[src/rtl/instr_decode_stage_if.sv]
// Handshake bundle for the instruction decode stage: fetch-side valid/ready
// with instruction word and PC, EX-side valid/ready with the decoded fields.
// The stage itself connects through the slave modport.
interface instr_decode_stage_if #(
    parameter int PC_W  = 32,
    parameter int CNT_W = 16
);
    logic             in_valid;
    logic             in_ready;
    logic [31:0]      instruction;
    logic [PC_W-1:0]  in_pc;

    logic             out_valid;
    logic             out_ready;
    logic [PC_W-1:0]  out_pc;
    logic [3:0]       alu_op;
    logic [4:0]       rs_addr;
    logic [4:0]       rt_addr;
    logic [4:0]       dest_reg;
    logic             reg_write;
    logic             use_imm;
    logic             use_sa;
    logic [4:0]       shamt;
    logic [31:0]      imm_ext;
    logic             is_store;
    logic             illegal;
    logic [CNT_W-1:0] illegal_cnt;

    modport master (
        output in_valid, instruction, in_pc, out_ready,
        input  in_ready, out_valid, out_pc, alu_op, rs_addr, rt_addr, dest_reg,
               reg_write, use_imm, use_sa, shamt, imm_ext, is_store, illegal,
               illegal_cnt
    );

    modport slave (
        input  in_valid, instruction, in_pc, out_ready,
        output in_ready, out_valid, out_pc, alu_op, rs_addr, rt_addr, dest_reg,
               reg_write, use_imm, use_sa, shamt, imm_ext, is_store, illegal,
               illegal_cnt
    );
endinterface

[src/rtl/instr_decode_stage.sv]
// Instruction decode (ID) stage. Each incoming word is decoded combinationally
// on entry and stored already decoded, either straight into the output
// register or into a one-entry skid register when EX stalls. Both sides use
// valid/ready; IN_READY is registered and drops only when both entries hold
// data. FLUSH empties the stage and drops the word presented that cycle.
module instr_decode_stage #(
    parameter int PC_W  = 32,
    parameter int CNT_W = 16
) (
    input  logic clk,
    input  logic rst_n,
    input  logic flush,
    instr_decode_stage_if.slave bus
);

    typedef enum logic [5:0] {
        OP_RTYPE = 6'h00,
        OP_ADDI  = 6'h01,
        OP_SUBI  = 6'h02,
        OP_ANDI  = 6'h03,
        OP_ORI   = 6'h04,
        OP_XORI  = 6'h05,
        OP_LUI   = 6'h06,
        OP_LLI   = 6'h07,
        OP_SWR   = 6'h08
    } opcode_t;

    typedef enum logic [5:0] {
        FN_ADD = 6'h01,
        FN_SUB = 6'h02,
        FN_AND = 6'h03,
        FN_OR  = 6'h04,
        FN_XOR = 6'h05,
        FN_SLL = 6'h06,
        FN_SRL = 6'h07,
        FN_SLA = 6'h08,
        FN_SRA = 6'h09
    } func_t;

    localparam logic [3:0] ALU_ADD = 4'd0;
    localparam logic [3:0] ALU_SUB = 4'd1;
    localparam logic [3:0] ALU_AND = 4'd2;
    localparam logic [3:0] ALU_OR  = 4'd3;
    localparam logic [3:0] ALU_XOR = 4'd4;
    localparam logic [3:0] ALU_SLL = 4'd5;
    localparam logic [3:0] ALU_SRL = 4'd6;
    localparam logic [3:0] ALU_SLA = 4'd7;
    localparam logic [3:0] ALU_SRA = 4'd8;
    localparam logic [3:0] ALU_LUI = 4'd9;
    localparam logic [3:0] ALU_LLI = 4'd10;
    localparam logic [3:0] ALU_NOP = 4'd15;

    localparam logic [CNT_W-1:0] CNT_MAX = {CNT_W{1'b1}};
    localparam logic [CNT_W-1:0] CNT_ONE = {{(CNT_W-1){1'b0}}, 1'b1};

    typedef enum logic [1:0] {
        ST_EMPTY = 2'd0,
        ST_ONE   = 2'd1,
        ST_FULL  = 2'd2
    } state_t;

    typedef struct packed {
        logic [3:0]      alu_op;
        logic [4:0]      rs_addr;
        logic [4:0]      rt_addr;
        logic [4:0]      dest_reg;
        logic            reg_write;
        logic            use_imm;
        logic            use_sa;
        logic [4:0]      shamt;
        logic [31:0]     imm_ext;
        logic            is_store;
        logic            illegal;
        logic [PC_W-1:0] pc;
    } bundle_t;

    // Idle bundle: NOP opcode, every other field cleared.
    function automatic bundle_t nop_bundle();
        bundle_t b;
        b        = '0;
        b.alu_op = ALU_NOP;
        return b;
    endfunction

    // Full decode of one instruction word into the EX control bundle.
    function automatic bundle_t decode(input logic [31:0] w, input logic [PC_W-1:0] pc);
        bundle_t     b;
        opcode_t     op;
        logic        writes;
        logic [31:0] sext;
        logic [31:0] zext;
        op        = opcode_t'(w[31:26]);
        sext      = {{16{w[15]}}, w[15:0]};
        zext      = {16'h0000, w[15:0]};
        writes    = 1'b0;
        b         = nop_bundle();
        b.rs_addr = w[25:21];
        b.rt_addr = w[20:16];
        b.shamt   = w[10:6];
        b.pc      = pc;
        if (w == 32'h0000_0000) begin
            b.alu_op = ALU_NOP;
        end else begin
            case (op)
                OP_RTYPE: begin
                    b.dest_reg = w[15:11];
                    writes     = 1'b1;
                    case (func_t'(w[5:0]))
                        FN_ADD:  b.alu_op = ALU_ADD;
                        FN_SUB:  b.alu_op = ALU_SUB;
                        FN_AND:  b.alu_op = ALU_AND;
                        FN_OR:   b.alu_op = ALU_OR;
                        FN_XOR:  b.alu_op = ALU_XOR;
                        FN_SLL:  begin b.alu_op = ALU_SLL; b.use_sa = 1'b1; end
                        FN_SRL:  begin b.alu_op = ALU_SRL; b.use_sa = 1'b1; end
                        FN_SLA:  begin b.alu_op = ALU_SLA; b.use_sa = 1'b1; end
                        FN_SRA:  begin b.alu_op = ALU_SRA; b.use_sa = 1'b1; end
                        default: begin
                            b.illegal  = 1'b1;
                            b.dest_reg = 5'd0;
                            writes     = 1'b0;
                        end
                    endcase
                end
                OP_ADDI: begin b.alu_op = ALU_ADD; b.imm_ext = sext; end
                OP_SUBI: begin b.alu_op = ALU_SUB; b.imm_ext = sext; end
                OP_ANDI: begin b.alu_op = ALU_AND; b.imm_ext = zext; end
                OP_ORI:  begin b.alu_op = ALU_OR;  b.imm_ext = zext; end
                OP_XORI: begin b.alu_op = ALU_XOR; b.imm_ext = zext; end
                OP_LUI:  begin b.alu_op = ALU_LUI; b.imm_ext = {w[15:0], 16'h0000}; end
                OP_LLI:  begin b.alu_op = ALU_LLI; b.imm_ext = zext; end
                OP_SWR: begin
                    b.alu_op   = ALU_ADD;
                    b.imm_ext  = sext;
                    b.use_imm  = 1'b1;
                    b.is_store = 1'b1;
                end
                default: b.illegal = 1'b1;
            endcase
            // Immediate ALU forms share operand selection and write RT.
            if ((op != OP_RTYPE) && (op != OP_SWR) && !b.illegal) begin
                b.use_imm  = 1'b1;
                b.dest_reg = w[20:16];
                writes     = 1'b1;
            end else begin
                b.use_imm  = b.use_imm;
            end
        end
        b.reg_write = writes && (b.dest_reg != 5'd0);
        return b;
    endfunction

    state_t  state_r;
    logic    in_ready_r;
    logic    out_valid_r;
    bundle_t out_r;
    bundle_t skid_r;
    bundle_t dec_s;
    logic    in_fire_s;
    logic    out_fire_s;
    logic [CNT_W-1:0] cnt_r;

    // Decode the word currently presented by fetch.
    always_comb begin
        dec_s = decode(bus.instruction, bus.in_pc);
    end

    assign in_fire_s  = bus.in_valid & in_ready_r;
    assign out_fire_s = out_valid_r & bus.out_ready;

    // Handshake FSM, output/skid registers and saturating illegal counter.
    always_ff @(posedge clk) begin
        if (!rst_n) begin
            state_r     <= ST_EMPTY;
            in_ready_r  <= 1'b1;
            out_valid_r <= 1'b0;
            out_r       <= nop_bundle();
            skid_r      <= nop_bundle();
            cnt_r       <= '0;
        end else begin
            if (!flush && out_fire_s && out_r.illegal && (cnt_r != CNT_MAX)) begin
                cnt_r <= cnt_r + CNT_ONE;
            end
            if (flush) begin
                state_r     <= ST_EMPTY;
                in_ready_r  <= 1'b1;
                out_valid_r <= 1'b0;
                out_r       <= nop_bundle();
                skid_r      <= nop_bundle();
            end else begin
                case (state_r)
                    ST_EMPTY: begin
                        if (in_fire_s) begin
                            out_r       <= dec_s;
                            out_valid_r <= 1'b1;
                            state_r     <= ST_ONE;
                        end
                    end
                    ST_ONE: begin
                        case ({in_fire_s, out_fire_s})
                            2'b10: begin
                                skid_r     <= dec_s;
                                in_ready_r <= 1'b0;
                                state_r    <= ST_FULL;
                            end
                            2'b01: begin
                                out_valid_r <= 1'b0;
                                state_r     <= ST_EMPTY;
                            end
                            2'b11: begin
                                out_r <= dec_s;
                            end
                            default: begin
                                state_r <= ST_ONE;
                            end
                        endcase
                    end
                    ST_FULL: begin
                        if (out_fire_s) begin
                            out_r      <= skid_r;
                            in_ready_r <= 1'b1;
                            state_r    <= ST_ONE;
                        end
                    end
                    default: begin
                        state_r     <= ST_EMPTY;
                        in_ready_r  <= 1'b1;
                        out_valid_r <= 1'b0;
                    end
                endcase
            end
        end
    end

    assign bus.in_ready    = in_ready_r;
    assign bus.out_valid   = out_valid_r;
    assign bus.out_pc      = out_r.pc;
    assign bus.alu_op      = out_r.alu_op;
    assign bus.rs_addr     = out_r.rs_addr;
    assign bus.rt_addr     = out_r.rt_addr;
    assign bus.dest_reg    = out_r.dest_reg;
    assign bus.reg_write   = out_r.reg_write;
    assign bus.use_imm     = out_r.use_imm;
    assign bus.use_sa      = out_r.use_sa;
    assign bus.shamt       = out_r.shamt;
    assign bus.imm_ext     = out_r.imm_ext;
    assign bus.is_store    = out_r.is_store;
    assign bus.illegal     = out_r.illegal;
    assign bus.illegal_cnt = cnt_r;

endmodule

[src/flat_wrapper.sv]
// flat-port wrapper written by rule: the top's interface ports become plain ports
module instr_decode_stage_flat 
#(
    parameter int PC_W  = 32,
    parameter int CNT_W = 16
)
  (clk, rst_n, flush, bus_in_valid, bus_instruction, bus_in_pc, bus_out_ready, bus_in_ready, bus_out_valid, bus_out_pc, bus_alu_op, bus_rs_addr, bus_rt_addr, bus_dest_reg, bus_reg_write, bus_use_imm, bus_use_sa, bus_shamt, bus_imm_ext, bus_is_store, bus_illegal, bus_illegal_cnt);
  instr_decode_stage_if #(.PC_W(PC_W), .CNT_W(CNT_W)) bus_i ();
  input  logic clk;
  input  logic rst_n;
  input  logic flush;
  input wire logic [$bits(bus_i.in_valid)-1:0] bus_in_valid;
  input wire logic [$bits(bus_i.instruction)-1:0] bus_instruction;
  input wire logic [$bits(bus_i.in_pc)-1:0] bus_in_pc;
  input wire logic [$bits(bus_i.out_ready)-1:0] bus_out_ready;
  output wire logic [$bits(bus_i.in_ready)-1:0] bus_in_ready;
  output wire logic [$bits(bus_i.out_valid)-1:0] bus_out_valid;
  output wire logic [$bits(bus_i.out_pc)-1:0] bus_out_pc;
  output wire logic [$bits(bus_i.alu_op)-1:0] bus_alu_op;
  output wire logic [$bits(bus_i.rs_addr)-1:0] bus_rs_addr;
  output wire logic [$bits(bus_i.rt_addr)-1:0] bus_rt_addr;
  output wire logic [$bits(bus_i.dest_reg)-1:0] bus_dest_reg;
  output wire logic [$bits(bus_i.reg_write)-1:0] bus_reg_write;
  output wire logic [$bits(bus_i.use_imm)-1:0] bus_use_imm;
  output wire logic [$bits(bus_i.use_sa)-1:0] bus_use_sa;
  output wire logic [$bits(bus_i.shamt)-1:0] bus_shamt;
  output wire logic [$bits(bus_i.imm_ext)-1:0] bus_imm_ext;
  output wire logic [$bits(bus_i.is_store)-1:0] bus_is_store;
  output wire logic [$bits(bus_i.illegal)-1:0] bus_illegal;
  output wire logic [$bits(bus_i.illegal_cnt)-1:0] bus_illegal_cnt;
  assign bus_i.in_valid = bus_in_valid;
  assign bus_i.instruction = bus_instruction;
  assign bus_i.in_pc = bus_in_pc;
  assign bus_i.out_ready = bus_out_ready;
  assign bus_in_ready = bus_i.in_ready;
  assign bus_out_valid = bus_i.out_valid;
  assign bus_out_pc = bus_i.out_pc;
  assign bus_alu_op = bus_i.alu_op;
  assign bus_rs_addr = bus_i.rs_addr;
  assign bus_rt_addr = bus_i.rt_addr;
  assign bus_dest_reg = bus_i.dest_reg;
  assign bus_reg_write = bus_i.reg_write;
  assign bus_use_imm = bus_i.use_imm;
  assign bus_use_sa = bus_i.use_sa;
  assign bus_shamt = bus_i.shamt;
  assign bus_imm_ext = bus_i.imm_ext;
  assign bus_is_store = bus_i.is_store;
  assign bus_illegal = bus_i.illegal;
  assign bus_illegal_cnt = bus_i.illegal_cnt;
  instr_decode_stage #(.PC_W(PC_W), .CNT_W(CNT_W)) u_core (.clk(clk), .rst_n(rst_n), .flush(flush), .bus(bus_i));
endmodule
[config.mk]
export PLATFORM = sky130hd
export DESIGN_NAME = instr_decode_stage_flat
export DESIGN_NICKNAME = d
export VERILOG_FILES = /design/src/rtl/instr_decode_stage_if.sv /design/src/rtl/instr_decode_stage.sv /design/src/flat_wrapper.sv
export SDC_FILE = /design/constraint.sdc
export NUM_CORES = 1
export LEC_CHECK = 0
export ABC_AREA = 1
export CAP_MARGIN = 5
export CORE_MARGIN = 5
export CORE_UTILIZATION = 40
export CTS_BUF_LIST = sky130_fd_sc_hd__clkbuf_4 sky130_fd_sc_hd__clkbuf_8
export CTS_CLUSTER_DIAMETER = 120
export CTS_CLUSTER_SIZE = 30
export DETAILED_ROUTE_END_ITERATION = 12
export DONT_BUFFER_PORTS = 1
export GPL_ROUTABILITY_DRIVEN = 0
export PLACE_DENSITY_LB_ADDON = 0.05
export SYNTH_ARGS = -nofsm -noshare
export SYNTH_HDL_FRONTEND = slang
export SYNTH_SLANG_ARGS = --single-unit
[constraint.sdc]
create_clock -name clk -period 1.7 [get_ports clk]
set_clock_uncertainty 0.1 [all_clocks]
set_input_delay 0.34 -clock clk [delete_from_list [all_inputs] [get_ports clk]]
set_output_delay 0.34 -clock clk [all_outputs]
set_load 0.05 [all_outputs]
* After elaboration in Yosys (flattened, before gate mapping)
Cells that the tools add are included.
Widths: inputs -> output; s select.
** Storage, ports and cells
- Bits of input ports :: 69
- RAM bits :: 0
- Latch bits :: 0
- Bits in registers :: 206
- Logic and storage cells :: 125
- Memories kept :: 0
- Output and inout port bits :: 111
- Memory bits (read-only) :: 0
** Cells by class
- Bitwise gates (word level) :: 5
- Shifts and indexed selects :: 0
- Multipliers :: 0
- Muxes and demuxes :: 35
- Reduce and logical (&&, ||, !) cells :: 26
- $lt $le $gt $ge :: 0
- $add $sub $neg :: 1
- Equality and inequality tests :: 30
- Div/mod/pow operators :: 0
** Operators with widths (count)
- $mux 93 :: 3
- $pmux 93 s3 :: 1
- $pmux 32 s3 :: 1
- $eq 6x3->1 const B :: 8
- $pmux 4 s9 :: 1
- $mux 34 :: 1
- $logic_not 32->1 :: 1
- $pmux 4 s8 :: 1
- $eq 6x2->1 const B :: 4
- $mux 5 :: 4
- $eq 6x4->1 const B :: 3
- $add 16x1->16 const B :: 1
- $ne 16x16->1 const B :: 1
- $mux 1 :: 14
- $eq 6x1->1 const B :: 2
- $pmux 2 s3 :: 2
- $reduce_and 3->1 :: 3
- $reduce_or 9->1 :: 1
- $reduce_or 4->1 :: 2
- $reduce_or 8->1 :: 1
- $eq 2x2->1 const B :: 3
- $logic_and 1x1->1 :: 6
- $logic_not 6->1 :: 1
- $mux 2 :: 3
- other kinds (18) :: 29

* Logic depth before layout (Yosys ltp)
Gate-level depths: netlist of run 1.
- Word-level depth :: 13
- Depth in mapped cells :: 14
- Depth with buffers taken out :: 14

* Least setup slack after synthesis of run 1
OpenSTA, ideal clock, no wires.
- Path type :: reg2reg
- From :: register u_core.out_valid_r, in the netlist u_core.bus.out_valid
- To :: register u_core.skid_r[59] (netlist name)
- Stages on the path, launching flop included :: 10
- Arrival :: 1798 ps
- Buffers on the path :: 2
- Clock period less this slack :: 2012 ps
- Setup slack :: -312 ps
- Data required time :: 1486 ps
- Setup time :: 114 ps
- Path through :: dfxtp_1 > nand2_1 > ha_1 > nand2_1 > inv_2 > buf_2 > buf_2 > o21ai_0 > o21bai_1 > inv_1
** On the way
- Word-level cells in the longest chain between the ends :: 3
** RTL lines
- from (decl) :: RTL line instr_decode_stage.sv:155 : logic out_valid_r;
- from (signal assigned) :: RTL line instr_decode_stage.sv:176 : out_valid_r <= 1'b0;
- from (signal assigned) :: RTL line instr_decode_stage.sv:187 : out_valid_r <= 1'b0;
- from (signal assigned) :: RTL line instr_decode_stage.sv:195 : out_valid_r <= 1'b1;
- $and 1x1->1 :: RTL line instr_decode_stage.sv:169 : assign out_fire_s = out_valid_r & bus.out_ready;
- $eq 2x2->1 :: RTL line instr_decode_stage.sv:200 : case ({in_fire_s, out_fire_s})
- $reduce_and 2->1 (no source line)
- to (signal assigned) :: RTL line instr_decode_stage.sv:178 : skid_r <= nop_bundle();
- to (signal assigned) :: RTL line instr_decode_stage.sv:189 : skid_r <= nop_bundle();
- to (signal assigned) :: RTL line instr_decode_stage.sv:202 : skid_r <= dec_s;
- to (decl) :: RTL line instr_decode_stage.sv:157 : bundle_t skid_r;
No other way between the ends.
A chain may end at the register's enable or synchronous reset.

* Final worst setup path of run 1
- From :: input bus_in_valid
- To :: register u_core.out_r (netlist bit u_core.bus.out_pc[24])
** On the way
- Word-level cells in the longest chain between the ends :: 4
- Elaborated cells on any way between the ends :: 5
- Those cells by class :: 3 x eq/ne; 1 x bitwise; 1 x reduce/logical
** RTL lines
- from (decl) :: RTL line flat_wrapper.sv:12 : input wire logic [$bits(bus_i.in_valid)-1:0] bus_in_valid;
- $and 1x1->1 * :: RTL line instr_decode_stage.sv:168 : assign in_fire_s = bus.in_valid & in_ready_r;
- $eq 2x2->1 :: RTL line instr_decode_stage.sv:200
- $ne 2x2->1 (no source line)
- $reduce_and 4->1 (no source line) *
- to (signal assigned) :: RTL line instr_decode_stage.sv:177 : out_r <= nop_bundle();
- to (signal assigned) :: RTL line instr_decode_stage.sv:194 : out_r <= dec_s;
- to (signal assigned) :: RTL line instr_decode_stage.sv:211 : out_r <= dec_s;
- to (decl) :: RTL line instr_decode_stage.sv:156 : bundle_t out_r;
Every way passes the cells marked *; elsewhere a longest branch is shown, timed or not.

==> results by group, run 1 <==
Outcome
  • Status: finished with violations
  • Failing checks: setup timing

Worst setup path
  • Crit Path Class: in2reg
  • Worst Setup End Kind: flip-flop
  • Worst reg-to-reg setup slack: -0.01 ns
  • CP required: 2.03 ns
  • Critical Path Start Type: input port
  • Crit Path Max Fanout: 10
  • WP data arrival: 2.06 ns

Clock tree
  • Root buf cell: clkbuf_8
  • Clk slew on worst S/H paths: 0.18 ns
  • Clock Path Buffers: 3
  • Htree depth: 1
  • Worst skew pair latency: 0.53 ns
  • CTS buffer count: 10
  • Clock sink count: 206
  • TritonCTS clock tree: yes

Die
  • Die area: 25900 µm²
  • FP Rows: 55
  • # IOs: 180
  • Die width: 161 µm
  • DIE HEIGHT: 161 µm
  • Area of the core: 22500 µm²
  • Initial Util: 40.4%

Power
  • Pwr dens: 771 nW/µm²
  • VDD IR max: 0.000634 V
  • Total power: 9.42 mW
  • P_leak: 4.89 nW

Cells and area
  • Antenna cells: 0
  • Top reg by flops: u_core.skid_r
  • # fillers: 2232
  • Largest register FFs: 93
  • Commonest cells after routing, fill and taps aside: nand2_1 (287), dfxtp_1 (146), a21oi_1 (138)
  • Commonest non-fill, non-tap cell in the layout: nand2_1
  • Final nets: 1452
  • Area growth, synth to finish: 34.4%
  • Multi-input logic area: 4750 µm²
  • Final Non-Filler Cells: 1666
  • Fin util: 54.3%
  • Sequential cell area: 4220 µm²
  • Proportion of layout cells with a drive suffix above 1: 28.1%

Global route
  • Initial antenna violation count: 0
  • Largest net degree at the start of global routing: 78
  • Vias in the first global route: 8208
  • Global-route wire length before repair: 45600 µm
  • GRT overflow: 0
  • GRT Util Overall: 21.4%

Synth
  • Synth unique cells: 38
  • Syn_nets: 1311
  • Syn Area/Cell: 7.35 µm²
  • Seq/Total Area, Yosys: 45.3%
  • Cell count after synthesis: 1238
  • Ys async rst share: 0%
  • Syn Std Cell Area: 9090 µm²
  • Top FF cell, synth: dfxtp_1
  • Post-synth EDFFs: 0
  • Count of state elements after synthesis: 206
  • Warnings, synthesis: 0

STA
  • Final max-slew violation count: 0
  • Worst slew pin tran: 0.824 ns
  • Worst slew margin: 44.9%
  • Final Hold Vio Count: 0
  • Tcrit/Tclk final: 102%
  • Final WS setup: -0.0267 ns
  • TNS Setup: -0.143 ns
  • Max Freq: 579 MHz
  • Unrepaired setup endpoints after global routing: yes
  • Final setup fails: 20
  • Fin crit period: 1.73 ns

Placed design
  • Final HPWL DP: 19000 µm
  • I/O Buffers: 0
  • Placed Instances: 1577

Drt
  • Wire per inst: 18.6 µm
  • Drt pass-1 iters: 5
  • Post-route ant nets: 0
  • Drt first-iter violations: 591
  • Routed WL: 31000 µm
  • Residual DRC: 0
  • Via count: 8792
  • Vias per std cell: 5.28

Flow run
  • Max_cap viols: 0

Min path
  • Hold Path Class: in2reg
-- through the flow --
stage	instance area (µm²)	setup WS, ns	hold WS, ns
finish	12200	-0.0267	0.0251
global route	12200	-0.0698	0.0180
CTS	11300	-0.00143	0.000781
detailed placement	10400	-0.209	0.354
global placement	10400	-0.189	0.350
floorplan	9140	0.000298	0.343
-- power by group --
part           switching, mW  internal, mW  total [mW]  leakage [nW]
logic                  0.974         0.701        1.68          3.09
registers              0.402          4.98        5.38          1.70
clock network           1.57         0.796        2.37         0.102
total                   2.95          6.47        9.42          4.89
-- cell usage after synthesis, types with 10 or more instances --
| cell type | count | share of area [%] |
|---|---|---|
| inv_1 | 88 | 3.6 |
| o21bai_1 | 34 | 2.8 |
| nor2_1 | 57 | 2.4 |
| inv_2 | 10 | 0.41 |
| o21ai_2 | 11 | 1.1 |
| nor2_4 | 14 | 1.7 |
| clkbuf_1 | 53 | 2.2 |
| nand3_1 | 24 | 1.3 |
| dfxtp_1 | 206 | 45 |
| nand2_1 | 295 | 12 |
| buf_2 | 24 | 1.3 |
| a31oi_1 | 47 | 3.2 |
| a21oi_1 | 156 | 8.6 |
| o21ai_0 | 161 | 8.9 |
-- critical path, stage by stage --
cell and delay (ns):
dlygate4sd3_1 0.58, nand2_4 0.10, inv_4 0.05, ha_4 0.16
o211ai_4 0.17, buf_12 0.19, clkinv_16 0.10, buf_12 0.16
o21ai_4 0.15, a31oi_4 0.04
-- repair_timing --
action | 4_1_cts | 5_1_grt
setup endpoints to repair | 118 | 176
gates cloned | 3 | 13
pin swaps | 7 | 21
hold buffers | 51 | 1
resized for setup | 40 | 255
hold endpoints to repair | 108 | 1
buffers inserted | 5 | 4
-- worst paths after layout --
| check | end | depth (start not counted) | start |
|---|---|---|---|
| max | u_core.bus.out_pc[24] | 10 | bus_in_valid |
| max reg2reg | u_core.bus.imm_ext[3] | 9 | u_core.bus.out_valid |
| min reg2reg | u_core.skid_r[28] | 2 | u_core.skid_r[28] |
| min | u_core.bus.imm_ext[15] | 4 | bus_instruction[15] |
-- kinds of logic (layout without fill, tap and decap cells) --
logic type	after synthesis	count (layout)	share of synthesized area [%]
AOI/OAI and AO/OA	426	426	26.1
and+or+nand+nor	415	415	19.4
DFF	206	206	45.3
buffers and inverters	183	326	8.20
adders and majority gates	4	4	0.550
xor gates and xnor gates	4	4	0.385
-- routing by layer --
layer | vias up | routed length, µm | GRT usage (%)
li1 | 4399 | - | -
met4 | 0 | 369 | 3.57
met3 | 25 | 2100 | 5.16
met2 | 205 | 13900 | 33.6
met1 | 4163 | 14600 | 30.3
met5 | - | 0 | 0
-- area by class of cell --
class | instances | area share (%)
Multi-Input combinational cell | 849 | 38.9
Sequential cell | 206 | 34.6
Timing Repair Buffer | 213 | 18.6
Inverter | 98 | 3.33
Tap cell | 285 | 2.92
Clock buffer | 13 | 1.36
Clock inverter | 1 | 0.246
Timing Repair inverter | 1 | 0.133
Power figures use the tool's default switching activity.
==> run 2, diff against run 1 <==
- CTS_CLUSTER_DIAMETER: 120 -> 40
==> run 2 against run 1 <==
The run now ends clean. Sequential power hardly changed. Setup slack better by 0.055 ns. Critical path depth is 1 lower. Clock power is 110% higher. Largest power group unchanged. Non-clock buffer count is 8 lower. Clock-buffer cell count is 33 higher. Register-to-register slack better by 0.04 ns. Highest routed layer unchanged. Fmax is 3.3% higher.
==> results by group, run 2 (synthesis results as in run 1) <==
STA
  • Final Hold Vio Count: 0 (unchanged)
  • Unrepaired setup endpoints after global routing: yes (unchanged)
  • Tcrit/Tclk final: 98.3% (was 102%)
  • Max Freq: 598 MHz (was 579 MHz)
  • Fin Hold WS: 0.0378 ns (was 0.0251 ns)
  • Fin crit period: 1.67 ns (was 1.73 ns)
  • Final setup fails: 0 (was 20)
  • Worst slew margin: 43.9% (was 44.9%)
  • Final max-slew violation count: 0 (unchanged)
  • Worst slew pin tran: 0.840 ns (was 0.824 ns)

Global route
  • GRT overflow: 0 (unchanged)
  • Initial antenna violation count: 0 (unchanged)
  • Vias in the first global route: 8383 (was 8208)
  • GRT Util Overall: 21.8% (was 21.4%)
  • Largest net degree at the start of global routing: 78 (unchanged)
  • Global-route wire length before repair: 46100 µm (was 45600 µm)

Drt
  • Routed wl met3: 2250 µm (was 2100 µm)
  • Met1 Wirelength: 14400 µm (was 14600 µm)
  • Drt first-iter violations: 581 (was 591)
  • Met2 WL: 13400 µm (was 13900 µm)
  • Vias per std cell: 5.25 (was 5.28)
  • Post-route ant nets: 0 (unchanged)
  • Highest metal used: met4 (unchanged)
  • Residual DRC: 0 (unchanged)
  • Wire per inst: 17.9 µm (was 18.6 µm)
  • Drt pass-1 iters: 5 (unchanged)
  • Via count: 8950 (was 8792)
  • Routed WL: 30600 µm (was 31000 µm)

Cells and area
  • Largest register FFs: 93 (unchanged)
  • Area growth, synth to finish: 35.6% (was 34.4%)
  • Top reg by flops: u_core.skid_r (unchanged)
  • Antenna cells: 0 (unchanged)
  • Commonest cells after routing, fill and taps aside: nand2_1 (287), dfxtp_1 (186), a21oi_1 (138) (was nand2_1 (287), dfxtp_1 (146), a21oi_1 (138))
  • Fin util: 54.8% (was 54.3%)
  • Commonest non-fill, non-tap cell in the layout: nand2_1 (unchanged)
  • Final nets: 1469 (was 1452)
  • Proportion of layout cells with a drive suffix above 1: 23.6% (was 28.1%)

Clock tree
  • Worst skew pair latency: 0.52 ns (was 0.53 ns)
  • TritonCTS clock tree: yes (unchanged)
  • Clock sink count: 206 (unchanged)
  • Clock Path Buffers: 3 (unchanged)
  • Root buf cell: clkbuf_8 (unchanged)
  • CTS buffer count: 36 (was 10)
  • Clk slew on worst S/H paths: 0.07 ns (was 0.18 ns)
  • Htree depth: 2 (was 1)

Power
  • Total power: 11.9 mW (was 9.42 mW)
  • P_leak: 5.09 nW (was 4.89 nW)
  • VDD IR max: 0.000733 V (was 0.000634 V)
  • Pwr dens: 969 nW/µm² (was 771 nW/µm²)

Outcome
  • Status: finished clean (was finished with violations)

Worst setup path
  • CP required: 2.00 ns (was 2.03 ns)
  • WP data arrival: 1.97 ns (was 2.06 ns)
  • CP max-delay cell: dfxtp_4 (was dlygate4sd3_1)
  • Crit Path Class: reg2reg (was in2reg)
  • CP max stage delay: 0.36 ns (was 0.58 ns)
  • Crit Path Max Fanout: 5 (was 10)
  • Critical Path Start Type: flip-flop (was input port)
  • CP Cell Sequence: nand2_4, buf_4, o21ai_4, o211ai_4, buf_12, buf_4, buf_16, a21oi_1, a21oi_1 (was dlygate4sd3_1, nand2_4, inv_4, ha_4, o211ai_4, buf_12, clkinv_16, buf_12, o21ai_4, a31oi_4)
  • Worst Setup End Kind: flip-flop (unchanged)

Placed design
  • Final HPWL DP: 19000 µm (unchanged)
  • I/O Buffers: 0 (unchanged)

Flow run
  • Max_cap viols: 0 (unchanged)

Die
  • Initial Util: 40.4% (unchanged)
  • # IOs: 180 (unchanged)
  • Die area: 25900 µm² (unchanged)
  • DIE HEIGHT: 161 µm (unchanged)
  • FP Rows: 55 (unchanged)
  • Area of the core: 22500 µm² (unchanged)
  • Die width: 161 µm (unchanged)

Min path
  • Hold Path Class: in2reg (unchanged)
run 2: cell types whose count changed in the layout (fill, tap and decap cells not counted), moves of 4 or more:
cell / change
o21ai_4: -4
o21ai_1: +30
clkbuf_16: -4
a31oi_1: +4
dfxtp_2: -38
dfxtp_1: +40
o21ai_0: +20
o21ai_2: -46
clkinv_2: +4
buf_6: -7
clkbuf_8: +32
buf_4: +4
clkinvlp_4: +4
run 2: path summary, 6_finish.rpt:
| kind | start | endpoint | slack, ns | cells after the start |
|---|---|---|---|---|
| worst max-delay path | u_core.bus.out_valid | u_core.bus.illegal | 0.03 | 9 |
| worst min-delay path | bus_instruction[12] | u_core.skid_r[75] | 0.04 | 4 |
| worst max register to register | u_core.bus.out_valid | u_core.bus.illegal | 0.03 | 9 |
| worst min register to register | u_core.skid_r[28] | u_core.skid_r[28] | 0.36 | 2 |
run 2: cell type report:
| cell class | count | area, µm² |
|---|---|---|
| multi-input combinational | 849 | 4460 |
| inverter | 98 | 397 |
| timing repair buffer | 205 | 2130 |
| fill | 2212 | 10200 |
| clock buffer | 46 | 621 |
| sequential | 206 | 4170 |
| tap | 285 | 357 |
| clock inverter | 17 | 190 |
run 2: repair_timing:
| action | in CTS | in global routing |
|---|---|---|
| endpoints found under the hold margin | 104 | 0 |
| cloned | 3 | 7 |
| pin swaps | 3 | 17 |
| hold buffers | 51 | 0 |
| resized for setup | 47 | 115 |
| setup endpoints to repair | 74 | 150 |
| buffers inserted | 3 | 2 |
run 2: critical path, delay by kind of cell (launching register included):
| family | cells | cell delay [ns] |
|---|---|---|
| buf+inv | 4 | 0.58 |
| compound gates | 4 | 0.45 |
| flops | 1 | 0.36 |
| simple gates | 1 | 0.06 |
run 2: where the power goes:
group / switching [mW] / total [mW] / internal (mW)
Clock: 2.18 / 5.09 / 2.90
Combinational: 0.878 / 1.50 / 0.627
Sequential: 0.385 / 5.35 / 4.97
run 2: metal layers:
| metal | vias up | global-route usage (%) |
|---|---|---|
| li1 | 4464 | - |
| met1 | 4190 | 30.2 |
| met2 | 248 | 33.3 |
| met3 | 48 | 6.49 |
| met4 | 0 | 5.51 |
| met5 | - | 0 |
run 2: per-stage QoR:
step,cells,setup slack (ns),setup TNS [ns],area [µm²]
final,1706,0.0286,0,12300
after global routing,1706,-0.0550,-1.79,12300
after CTS,1697,0.00165,0,11900
after detailed placement,1577,-0.209,-6.21,10400
after global placement,1577,-0.189,-5.77,10400
after floorplan,1238,0.000298,0,9140
==> run 3, diff against run 2 <==
- CTS_CLUSTER_DIAMETER: 40 -> unset
==> run 3 against run 2 <==
Via count rose by 0.22%. Power fell by 4.0%. Cell area fell by 0.83%. Register-to-register slack got worse by 0.02 ns. Largest cell class unchanged. Highest routed layer unchanged.
==> results by group, run 3 (synthesis results as in run 1) <==
Outcome
  • Status: finished clean (unchanged)

Power
  • Pwr dens: 938 nW/µm² (was 969 nW/µm²)
  • VDD IR max: 0.000519 V (was 0.000733 V)
  • Total power: 11.5 mW (was 11.9 mW)
  • P_leak: 5.05 nW (was 5.09 nW)
  • Combinational group share of total power: 13.1% (was 12.6%)
  • Sw Ratio: 28.5% (was 28.9%)
  • Clock network fraction of total power: 40.2% (was 42.6%)
  • Net Switching: 3.27 mW (was 3.45 mW)
  • Cell-internal power: 8.20 mW (was 8.50 mW)
  • Seq pwr share: 46.7% (was 44.8%)

Drt
  • Via count: 8970 (was 8950)
  • Residual DRC: 0 (unchanged)
  • Wire per inst: 18.1 µm (was 17.9 µm)
  • Routed WL: 30900 µm (was 30600 µm)
  • Drt pass-1 iters: 7 (was 5)
  • Post-route ant nets: 0 (unchanged)
  • Vias per std cell: 5.27 (was 5.25)
  • Drt first-iter violations: 551 (was 581)

Cells and area
  • Commonest non-fill, non-tap cell in the layout: nand2_1 (unchanged)
  • Area growth, synth to finish: 34.5% (was 35.6%)
  • Proportion of layout cells with a drive suffix above 1: 23.1% (was 23.6%)
  • Antenna cells: 0 (unchanged)
  • Final instance area: 12200 µm² (was 12300 µm²)
  • Largest register FFs: 93 (unchanged)
  • Top reg by flops: u_core.skid_r (unchanged)
  • Final nets: 1472 (was 1469)
  • Fin util: 54.3% (was 54.8%)
  • Commonest cells after routing, fill and taps aside: nand2_1 (284), dfxtp_1 (188), a21oi_1 (142) (was nand2_1 (287), dfxtp_1 (186), a21oi_1 (138))

STA
  • Final Hold Vio Count: 0 (unchanged)
  • Worst slew pin tran: 0.827 ns (was 0.840 ns)
  • Fin Hold WS: 0.0298 ns (was 0.0378 ns)
  • TNS Setup: 0 ns (unchanged)
  • Worst slew margin: 44.7% (was 43.9%)
  • Final max-slew violation count: 0 (unchanged)
  • Tcrit/Tclk final: 99.3% (was 98.3%)
  • Max Freq: 592 MHz (was 598 MHz)
  • Fin crit period: 1.69 ns (was 1.67 ns)
  • Unrepaired setup endpoints after global routing: yes (unchanged)
  • Final setup fails: 0 (unchanged)

Die
  • # IOs: 180 (unchanged)
  • DIE HEIGHT: 161 µm (unchanged)
  • Area of the core: 22500 µm² (unchanged)
  • Die area: 25900 µm² (unchanged)
  • FP Rows: 55 (unchanged)
  • Die width: 161 µm (unchanged)
  • Initial Util: 40.4% (unchanged)

Placed design
  • I/O Buffers: 0 (unchanged)
  • Final HPWL DP: 19000 µm (unchanged)
  • Area post-placement: 10400 µm² (unchanged)

Min path
  • Hold Path Class: in2reg (unchanged)
  • Worst hold path cell count: 2 (was 4)
  • Hold endpoint: u_core.skid_r[67] (was u_core.skid_r[75])
  • Hold Path Origin: bus_instruction[7] (was bus_instruction[12])

Clock tree
  • TritonCTS clock tree: yes (unchanged)
  • Clk slew on worst S/H paths: 0.06 ns (was 0.07 ns)
  • CTS buffer count: 38 (was 36)
  • Htree depth: 2 (unchanged)
  • Clock Path Buffers: 3 (unchanged)
  • Worst skew pair latency: 0.53 ns (was 0.52 ns)
  • Root buf cell: clkbuf_8 (unchanged)
  • Clock sink count: 206 (unchanged)

Worst setup path
  • Crit-path leading delay family: buffers and inverters (unchanged)
  • Crit Path Class: reg2reg (unchanged)
  • CP max stage delay: 0.35 ns (was 0.36 ns)
  • Reg2reg start: u_core.bus.out_valid (unchanged)
  • Worst reg-to-reg setup slack: 0.01 ns (was 0.03 ns)
  • Critical path's most frequent cell: buf_12
  • Crit Path Max Fanout: 14 (was 5)
  • WP data arrival: 2.03 ns (was 1.97 ns)
  • Critical Path Start Type: flip-flop (unchanged)
  • Worst-case reg-to-reg path depth: 9 (unchanged)
  • CP max-delay cell: dfxtp_4 (unchanged)
  • Worst r2r dst: u_core.bus.out_pc[12] (was u_core.bus.illegal)
  • Worst Setup End Kind: flip-flop (unchanged)
  • CP required: 2.04 ns (was 2.00 ns)
  • CP Buf/Inv Count: 4 (unchanged)
  • CP Cell Sequence: nand2_4, buf_4, o21ai_4, o211ai_4, buf_12, inv_16, buf_12, o21ai_0, a31oi_1 (was nand2_4, buf_4, o21ai_4, o211ai_4, buf_12, buf_4, buf_16, a21oi_1, a21oi_1)

Global route
  • Largest net degree at the start of global routing: 78 (unchanged)
  • Initial antenna violation count: 0 (unchanged)
  • GRT overflow: 0 (unchanged)
  • Vias in the first global route: 8483 (was 8383)
  • Global-route wire length before repair: 46200 µm (was 46100 µm)
  • GRT Util Overall: 21.8% (about the same)

Flow run
  • Max_cap viols: 0 (unchanged)
## run 3: changes by cell type in the layout (fill, tap and decap cells not counted), sizes merged
cell	change
clkbuf	+14
inv	-3
bufinv	-3
clkinv	-6
clkinvlp	-3
buf	-2
## run 3: power by group through the flow
stage	Sequential, mW	Combinational [mW]	Clock, mW
floorplan	5.54	0.611	0
global placement	5.45	1.13	0
detailed placement	5.45	1.13	0
CTS	5.35	1.33	4.74
global route	5.37	1.62	4.96
finish	5.36	1.50	4.61
## run 3: layout make-up
cell class,count,area (µm²)
clock inverters,2,12.5
well taps,285,357
clock buffers,57,703
fillers,2217,10300
repair buffers,206,2150
flip-flops and latches,206,4170
multi-input cells,849,4440
inverters,98,394
## run 3: how the worst max path moves through the flow
stage	startpoint	end	depth (start not counted)
after floorplan	u_core.bus.illegal_cnt[10]	u_core.bus.illegal_cnt[8]	10
after global placement	bus_instruction[29]	u_core.skid_r[38]	9
after detailed placement	bus_instruction[29]	u_core.skid_r[37]	9
after CTS	u_core.bus.out_valid	u_core.bus.out_pc[17]	9
after global routing	u_core.bus.out_valid	u_core.bus.out_pc[12]	9
final	u_core.bus.out_valid	u_core.bus.out_pc[12]	9
## run 3: timing repair
item | CTS | global route
gates resized for setup | 39 | 135
hold buffers | 51 | 0
endpoints found under the setup margin | 85 | 150
cloned | 2 | 9
setup buffers | 1 | 4
pin swaps | 7 | 14
hold endpoints to repair | 104 | 0
## run 3: layer usage
metal	part of all wire, %	track usage [%]	vias to the layer above
met5	0	0	-
met1	47	30.2	4207
met4	1.8	5.04	0
li1	-	-	4459
met3	7.9	6.59	44
met2	44	33.5	260
## run 3: metrics by stage
stage	worst slack [ns]	instances
finish	0.0121	1703
detailed placement	-0.209	1577
CTS	-0.00206	1690
global route	-0.0430	1703
global placement	-0.189	1577
floorplan	0.000298	1238
